## config.mk

```make
export PLATFORM = sky130hd
export DESIGN_NAME = button_bounce_gen
export DESIGN_NICKNAME = d
export VERILOG_FILES = /design/src/rtl/button_bounce_gen.sv
export SDC_FILE = /design/constraint.sdc
export NUM_CORES = 1
export LEC_CHECK = 0
export ABC_AREA = 0
export CAP_MARGIN = 20
export CORE_UTILIZATION = 55
export CTS_CLUSTER_DIAMETER = 120
export DETAILED_ROUTE_END_ITERATION = 6
export DONT_BUFFER_PORTS = 1
export PLACE_DENSITY = 0.7
export SLEW_MARGIN = 40
export SYNTH_ARGS = -nofsm -noshare
export SYNTH_HDL_FRONTEND = slang
export SYNTH_SLANG_ARGS = --single-unit
```

## constraint.sdc

```tcl
create_clock -name CLK -period 3.4 [get_ports CLK]
set_input_delay 0.51 -clock CLK [delete_from_list [all_inputs] [get_ports CLK]]
set_output_delay 0.51 -clock CLK [all_outputs]
set_load 0.1 [all_outputs]
```

## src/rtl/button_bounce_gen.sv

```systemverilog
// Bouncy raw button generator: each accepted level command becomes a burst of
// LFSR-spaced toggles, a settle interval and a one-cycle completion pulse.
module button_bounce_gen #(
  parameter int unsigned BOUNCE_PAIRS  = 2,
  parameter int unsigned MIN_GAP       = 3,
  parameter logic [7:0]  GAP_MASK      = 8'h07,
  parameter int unsigned SETTLE_CYCLES = 16,
  parameter logic [7:0]  LFSR_SEED     = 8'hA5
) (
  input  logic CLK,
  input  logic i_Reset,
  input  logic i_Cmd_Valid,
  input  logic i_Cmd_Level,
  output logic o_Cmd_Ready,
  output logic o_Button_Raw,
  output logic o_Busy,
  output logic o_Done
);

  localparam int unsigned TOGGLES = 2 * BOUNCE_PAIRS + 1;
  localparam int unsigned TW      = $clog2(TOGGLES + 1);
  localparam int unsigned SW      = $clog2(SETTLE_CYCLES + 2);

  localparam logic [TW-1:0] TOGGLE_LAST = TW'(TOGGLES - 1);
  localparam logic [TW-1:0] TOGGLE_MAX  = TW'(TOGGLES);
  localparam logic [SW-1:0] SETTLE_END  = SW'(SETTLE_CYCLES);
  localparam logic [8:0]    MIN_GAP_W   = 9'(MIN_GAP);

  typedef enum logic [1:0] {
    ST_IDLE   = 2'd0,
    ST_BOUNCE = 2'd1,
    ST_SETTLE = 2'd2,
    ST_DONE   = 2'd3
  } state_t;

  state_t        state_q, state_d;
  logic [7:0]    lfsr_q, lfsr_d;
  logic          raw_q, raw_d;
  logic          level_q, level_d;
  logic [TW-1:0] tgl_q, tgl_d;
  logic [8:0]    wait_q, wait_d;
  logic [SW-1:0] settle_q, settle_d;
  logic          ready_q, busy_q, done_q;
  logic [8:0]    gap_d;

  // Fibonacci LFSR step for x^8+x^6+x^5+x^4+1
  function automatic logic [7:0] lfsr_next(input logic [7:0] v);
    return {v[6:0], v[7] ^ v[5] ^ v[4] ^ v[3]};
  endfunction

  // Next-state logic: toggle scheduling, settle timing and LFSR advance
  always_comb begin
    state_d  = state_q;
    raw_d    = raw_q;
    level_d  = level_q;
    tgl_d    = tgl_q;
    wait_d   = wait_q;
    settle_d = settle_q;
    lfsr_d   = lfsr_next(lfsr_q);
    gap_d    = MIN_GAP_W + {1'b0, lfsr_q & GAP_MASK};

    case (state_q)
      ST_IDLE: begin
        if (i_Cmd_Valid) begin
          level_d  = i_Cmd_Level;
          tgl_d    = {TW{1'b0}};
          wait_d   = 9'd0;
          settle_d = {SW{1'b0}};
          if (i_Cmd_Level != raw_q) begin
            state_d = ST_BOUNCE;
          end else begin
            // the extra settle count makes the settle end land one edge later
            state_d = ST_SETTLE;
          end
        end else begin
          state_d = ST_IDLE;
        end
      end

      ST_BOUNCE: begin
        if (wait_q == 9'd0) begin
          wait_d = gap_d - 9'd1;
          if (tgl_q != TOGGLE_MAX) begin
            tgl_d = tgl_q + TW'(1);
          end else begin
            tgl_d = tgl_q;
          end
          if (tgl_q == TOGGLE_LAST) begin
            raw_d    = level_q;
            state_d  = ST_SETTLE;
            settle_d = SW'(1);
          end else begin
            raw_d   = ~raw_q;
            state_d = ST_BOUNCE;
          end
        end else begin
          wait_d = wait_q - 9'd1;
        end
      end

      ST_SETTLE: begin
        if (settle_q == SETTLE_END) begin
          state_d = ST_DONE;
        end else begin
          settle_d = settle_q + SW'(1);
        end
      end

      ST_DONE: begin
        state_d = ST_IDLE;
      end

      default: begin
        state_d = ST_IDLE;
      end
    endcase
  end

  // State and output registers; outputs are decoded from the next state
  always_ff @(posedge CLK) begin
    if (i_Reset) begin
      state_q  <= ST_IDLE;
      lfsr_q   <= LFSR_SEED;
      raw_q    <= 1'b0;
      level_q  <= 1'b0;
      tgl_q    <= {TW{1'b0}};
      wait_q   <= 9'd0;
      settle_q <= {SW{1'b0}};
      ready_q  <= 1'b1;
      busy_q   <= 1'b0;
      done_q   <= 1'b0;
    end else begin
      state_q  <= state_d;
      lfsr_q   <= lfsr_d;
      raw_q    <= raw_d;
      level_q  <= level_d;
      tgl_q    <= tgl_d;
      wait_q   <= wait_d;
      settle_q <= settle_d;
      ready_q  <= (state_d == ST_IDLE);
      busy_q   <= (state_d != ST_IDLE);
      done_q   <= (state_d == ST_DONE);
    end
  end

  assign o_Cmd_Ready  = ready_q;
  assign o_Button_Raw = raw_q;
  assign o_Busy       = busy_q;
  assign o_Done       = done_q;

endmodule
```

== Word-level counts from Yosys, hierarchy flattened ==
Cells that the tools add are included.
Cells by class
  $add $sub $neg: 5
  $mul: 0
  divide/modulo/power cells: 0
  order comparisons: 0
  equality and inequality tests: 13
  shifts and indexed selects: 0
  multiplexer cells: 19
  bitwise logic cells: 4
  reductions and logical operators: 11
Operators with widths (count)
  2-to-1 mux 5 bit: 4
  2-to-1 mux 9 bit: 2
  one-hot mux 9 bit (2 select lines): 1
  one-hot mux 5 bit (3 select lines): 1
  2-to-1 mux 2 bit: 5
  inequality test 2 bit (second input constant): 5
  logical NOT 9 bit: 1
  2-to-1 mux 3 bit: 3
  subtractor 9 x 1 -> 9 bit (second input constant): 1
  one-hot mux 2 bit (4 select lines): 1
  equality test 2 bit (second input constant): 3
  one-hot mux 3 bit (2 select lines): 1
  AND reduction 2 bit: 3
  adder 5 x 1 -> 5 bit (second input constant): 1
  equality test 5 bit (second input constant): 1
  AND reduction 5 bit: 1
  subtractor 4 x 1 -> 5 bit (second input constant): 1
  adder 2 x 3 -> 4 bit (first input constant): 1
  logical NOT 2 bit: 2
  AND reduction 4 bit: 1
  nonzero test 2 bit: 2
  adder 3 x 1 -> 3 bit (second input constant): 1
  equality test 3 bit (second input constant): 1
  inequality test 3 bit (second input constant): 1
  6 further kinds: 8
Storage, ports and cells
  flip-flop bits (word level): 32
  latch bits: 0
  RAM bits: 0
  bits in read-only memories: 0
  input port bits: 4
  output and inout bits: 4
  word-level logic and storage cells: 62
  memories: 0

== Longest topological paths before layout ==
  depth in word-level cells: 5
  depth in mapped cells: 8

== Least setup slack after synthesis ==
OpenSTA, ideal clock, no wires.
  path type: reg-to-reg
  start point: register wait_q[0]
  end point: register busy_q (netlist: o_Busy)
  setup time: 0.139 ns
  arrival: 1.989 ns
  data required time: 3.261 ns
  path slack: 1.271 ns
  stages on the path, launching flop included: 9
  path buffers: 1
  cells stage by stage: dfxtp_1 inv_1 ha_1 or4b_4 or2_2 clkbuf_1 mux2i_1 o21ai_0 o21ai_0
Between the ends
  word-level cells in the longest chain between the ends: 4
Ends and longest elaborated chain
  from (decl): RTL line 41  | logic [8:0] wait_q, wait_d;
  from (signal assigned): RTL line 138  | wait_q <= wait_d;
  logical NOT 9 bit: RTL line 81  | if (wait_q == 9'd0) begin
  2-to-1 mux 2 bit: RTL line 81
  one-hot mux 2 bit (4 select lines): RTL line 62  | case (state_q)
  nonzero test 2 bit: RTL line 141  | busy_q <= (state_d != ST_IDLE);
  to (signal assigned): RTL line 141
  to (decl): RTL line 43  | logic ready_q, busy_q, done_q;
No other way between the ends.
A chain may end at the register's enable or synchronous reset.

== Final worst setup path ==
  start point: register state_q[1]
  end point: register wait_q[5]
Between the ends
  word-level cells in the longest chain between the ends: 3
Ends and longest elaborated chain
  from (decl): RTL line 36  | state_t state_q, state_d;
  from (signal assigned): RTL line 133  | state_q <= state_d;
  equality test 2 x 1 -> 1 bit / logical NOT 2 bit (equally long branches): RTL line 62
  nonzero test 2 bit (no source line) / inequality test 2 bit (equally long branches)
  AND reduction 2 bit (no source line)
Several ways; a longest one is shown, not always the timed one.

==> impl_metrics.py <==
metrics = {
    "synth": {
        "postSynthAreaPerCell_um2": 8.468,
        "synthArstFlopShare_pct": 0,
        "synthMuxAreaShare_pct": 1.791,
        "synth_top_area_cell": "dfxtp_1",
        "synthSimpleGateAreaFrac_pct": 26.42,
        "yosys-top-cells-count": "32 x dfxtp_1, 22 x a21oi_1, 22 x nand2_1",
        "synth-xor-area-share_pct": 2.612,
        "yosys-top-cells-area": "dfxtp_1 38%, ha_1 9.0%, a21oi_1 6.6%",
        "ys_types": 40,
        "syn_area_mm2": 0.001677,
        "ys_ff_latch": 32,
        "synth.net_count": 214,
        "synth_top_area_share_pct": 38.21,
        "synth_compound_area_share_pct": 17.69,
        "synth-seq-area-share_pct": 38.21,
        "synth_cells": 198,
        "synth_top_family_by_area": "simple AND/OR/NAND/NOR gates",
        "yosys.cell_count.top_type": "dfxtp_1",
        "synth_ff_type": "dfxtp_1",
        "yosys_warnings": 0,
        "synthAdderAreaFrac_pct": 8.955,
        "synth_edf_count": 0,
    },
    "critical_path": {
        "r2r-start": "state_q[1]",
        "r2r-end": "wait_q[5]",
        "critPathTopFamily": "simple AND/OR/NAND/NOR gates",
        "crit_arrival_ns": 2.67,
        "rrSetupSlack_ns": 1.00,
        "critical_path.max_stage_delay_ns": 0.68,
        "crit_chain": "inv_1 -> ha_1 -> nor2b_1 -> a21oi_1 -> or4_2 -> a21oi_1",
        "crit_top_cell": "a21oi_1",
        "cp_data_required_time_ns": 3.67,
        "end_kind": "flip-flop",
        "reg2reg_depth": 6,
        "crit_path_top_delay_cell": "or4_2",
        "start_kind": "flip-flop",
        "cp_max_fo": 18,
        "path_buf_inv": 1,
        "crit_type": "reg -> reg",
    },
    "timing": {
        "max_slew_margin_pct": 53.19,
        "fin_crit_sh_pct": 70.47,
        "slew_violations": 0,
        "tns_ns": 0,
        "finalSetupViolations": 0,
        "timing.fmax_mhz": 417.4,
        "rsz0062_at_grt": "false",
        "hold_viol": 0,
        "worstMarginPinSlew_ns": 0.7021,
        "fin_crit_ns": 2.396,
        "finalClockSkew_ns": 0.007112,
    },
    "global_routing": {
        "grt_pass1_wl_mm": 6.258,
        "grt-ovfl-total": 0,
        "grtUsageTotal_pct": 25.10,
        "first_global_vias": 1388,
        "grt_start_max_net_pins": 30,
        "antenna_found_initial": 0,
    },
    "cts": {
        "post_cts_resize_count": 0,
        "cts.reportedPaths.clkPinSlew_ns": 0.10,
        "htreeDepth": 2,
        "clock_path_buffers": 2,
        "cts-buffers-inserted": 5,
        "ctsHoldBuffers": 0,
        "post_cts_buffers": 0,
        "cts_root_buf": "clkbuf_4",
        "cts_sinks": 32,
        "insertion_delay_ns": 0.33,
        "cts_tree": "yes",
    },
    "place": {
        "place.gp.congestion": 0.8445,
        "hpwl_mm": 2.571,
        "dp.cells": 223,
        "port_buffers": 0,
        "placed_area_mm2": 0.001699,
    },
    "drt": {
        "ant_nets": 0,
        "viasPerCell": 6.004,
        "drtIter0Drc": 68,
        "first_pass_iters": 4,
        "drt-total-wl_mm": 3.524,
        "wl_per_cell_um": 15.26,
        "vias": 1387,
        "drc": 0,
    },
    "final_layout": {
        "fill_cells": 249,
        "stdcell_count": 231,
        "antenna_cells": 0,
        "final_layout_size_suffix_gt1_share_pct": 12.50,
        "area_growth_pct": 5.000,
        "nets": 215,
        "final_area_mm2": 0.001760,
    },
    "floorplan": {
        "initial_utilization_pct": 59.27,
        "dieArea_mm2": 0.003273,
        "die_w_um": 57.21,
        "core-area_mm2": 0.002829,
        "ios": 8,
        "rows": 19,
        "die_y_um": 57.21,
    },
    "job": {
        "max-cap-violations": 0,
    },
    "hold_path": {
        "min-delay-start": "i_Reset",
        "min_to": "wait_q[3]",
        "hp-class": "in -> reg",
        "hold_depth": 1,
    },
    "pwr": {
        "p_leak_nw": 0.6455,
        "vdd_ir_drop_max_mv": 0.3271,
        "power_density_mw_per_mm2": 455.2,
    },
    "run_status": {
        "status": "completed",
    },
}
## metrics by stage
step / total power (W) / hold slack [ns] / worst slack [ns] / util (%)
6_report: 0.0008013 / 0.2300 / 1.004 / 62.23
5_1_grt: 0.0008446 / 0.2088 / 0.7886 / 62.23
4_1_cts: 0.0008096 / 0.2158 / 1.010 / 62.23
3_5_place_dp: 0.0005822 / 0.4041 / 1.029 / 60.06
3_3_place_gp: 0.0005753 / 0.3959 / 1.143 / 59.93
2_1_floorplan: 0.0005549 / 0.3895 / 1.271 / -
## flip-flops by register name (all words and copies together), names as in the netlist
signal and count:
o_Done 1, wait_q 9, tgl_q 3, o_Cmd_Ready 1
o_Button_Raw 1, level_q 1, lfsr_q 8, state_q 2
o_Busy 1, settle_q 5
## cell families after synthesis
logic type | after synthesis
AO/OA/AOI/OAI | 49
XOR/XNOR | 5
adder cells (fa/ha/maj) | 12
buffers and inverters | 19
flip-flops | 32
multiplexers | 3
AND/OR/NAND/NOR | 78
## worst max path at each step
| stage | cells past startpoint | to | startpoint | slack [ns] |
|---|---|---|---|---|
| 6_report | 6 | wait_q[5] | state_q[1] | 1.00 |
| 5_1_grt | 6 | wait_q[5] | state_q[1] | 0.79 |
| 2_1_floorplan | 8 | o_Busy | wait_q[0] | 1.27 |
| 3_3_place_gp | 6 | wait_q[5] | state_q[1] | 1.14 |
| 3_5_place_dp | 6 | wait_q[5] | state_q[1] | 1.03 |
| 4_1_cts | 6 | wait_q[5] | state_q[1] | 1.01 |
## final cells by class
| class | count | area [um^2] | area share [%] |
|---|---|---|---|
| flip-flops and latches | 32 | 644.4 | 36.60 |
| well taps | 31 | 38.79 | 2.203 |
| clock buffers | 6 | 51.30 | 2.914 |
| repair buffers | 1 | 7.507 | 0.4264 |
| multi-input cells | 147 | 963.4 | 54.73 |
| inverters | 12 | 45.04 | 2.559 |
| clock inverters | 2 | 10.01 | 0.5686 |
## worst reg2reg max path: cells and delay by family (launching register included)
family          cells  cell delay (ns)
compound gates      2             0.31
simple gates        2             0.97
buf+inv             1             0.09
fa+ha+maj           1             0.61
flops               1             0.37
## layout by cell type, fill, tap and decap left out, types with 2 or more instances in the layout
master	netlist	final
or3_1	3	3
o21a_1	2	2
nor3_1	5	5
nand2b_1	6	6
ha_1	12	12
or4_2	2	2
or4_1	2	2
nand2_1	22	22
dfxtp_1	32	29
a21oi_1	22	22
a311oi_1	2	2
or2_2	4	4
nand3_1	4	4
inv_1	12	12
nor2b_1	10	10
nor2_1	9	9
xor2_1	2	2
mux2i_1	3	3
xnor2_1	3	3
clkinv_2	0	2
clkbuf_4	0	5
and2_1	3	3
o21ai_0	13	13
o2111ai_1	2	2
dfxtp_2	0	3
## per-layer routing
metal  part of all wire (%)  vias up  GRT usage (%)
li1                       -      690              -
met1                     44      649          30.34
met2                     49       36          41.85
met3                    4.1       12          5.669
met4                    2.8        0          12.89
met5                      0        -              0
## where the power goes
group	total (W)	internal (W)	switching (W)	leakage, nW
Combinational	0.000129	0.0000506	0.0000780	0.345
Clock	0.000226	0.0000982	0.000128	0.0380
Sequential	0.000447	0.000397	0.0000501	0.262
No activity file was read; power rests on OpenSTA's default activity.
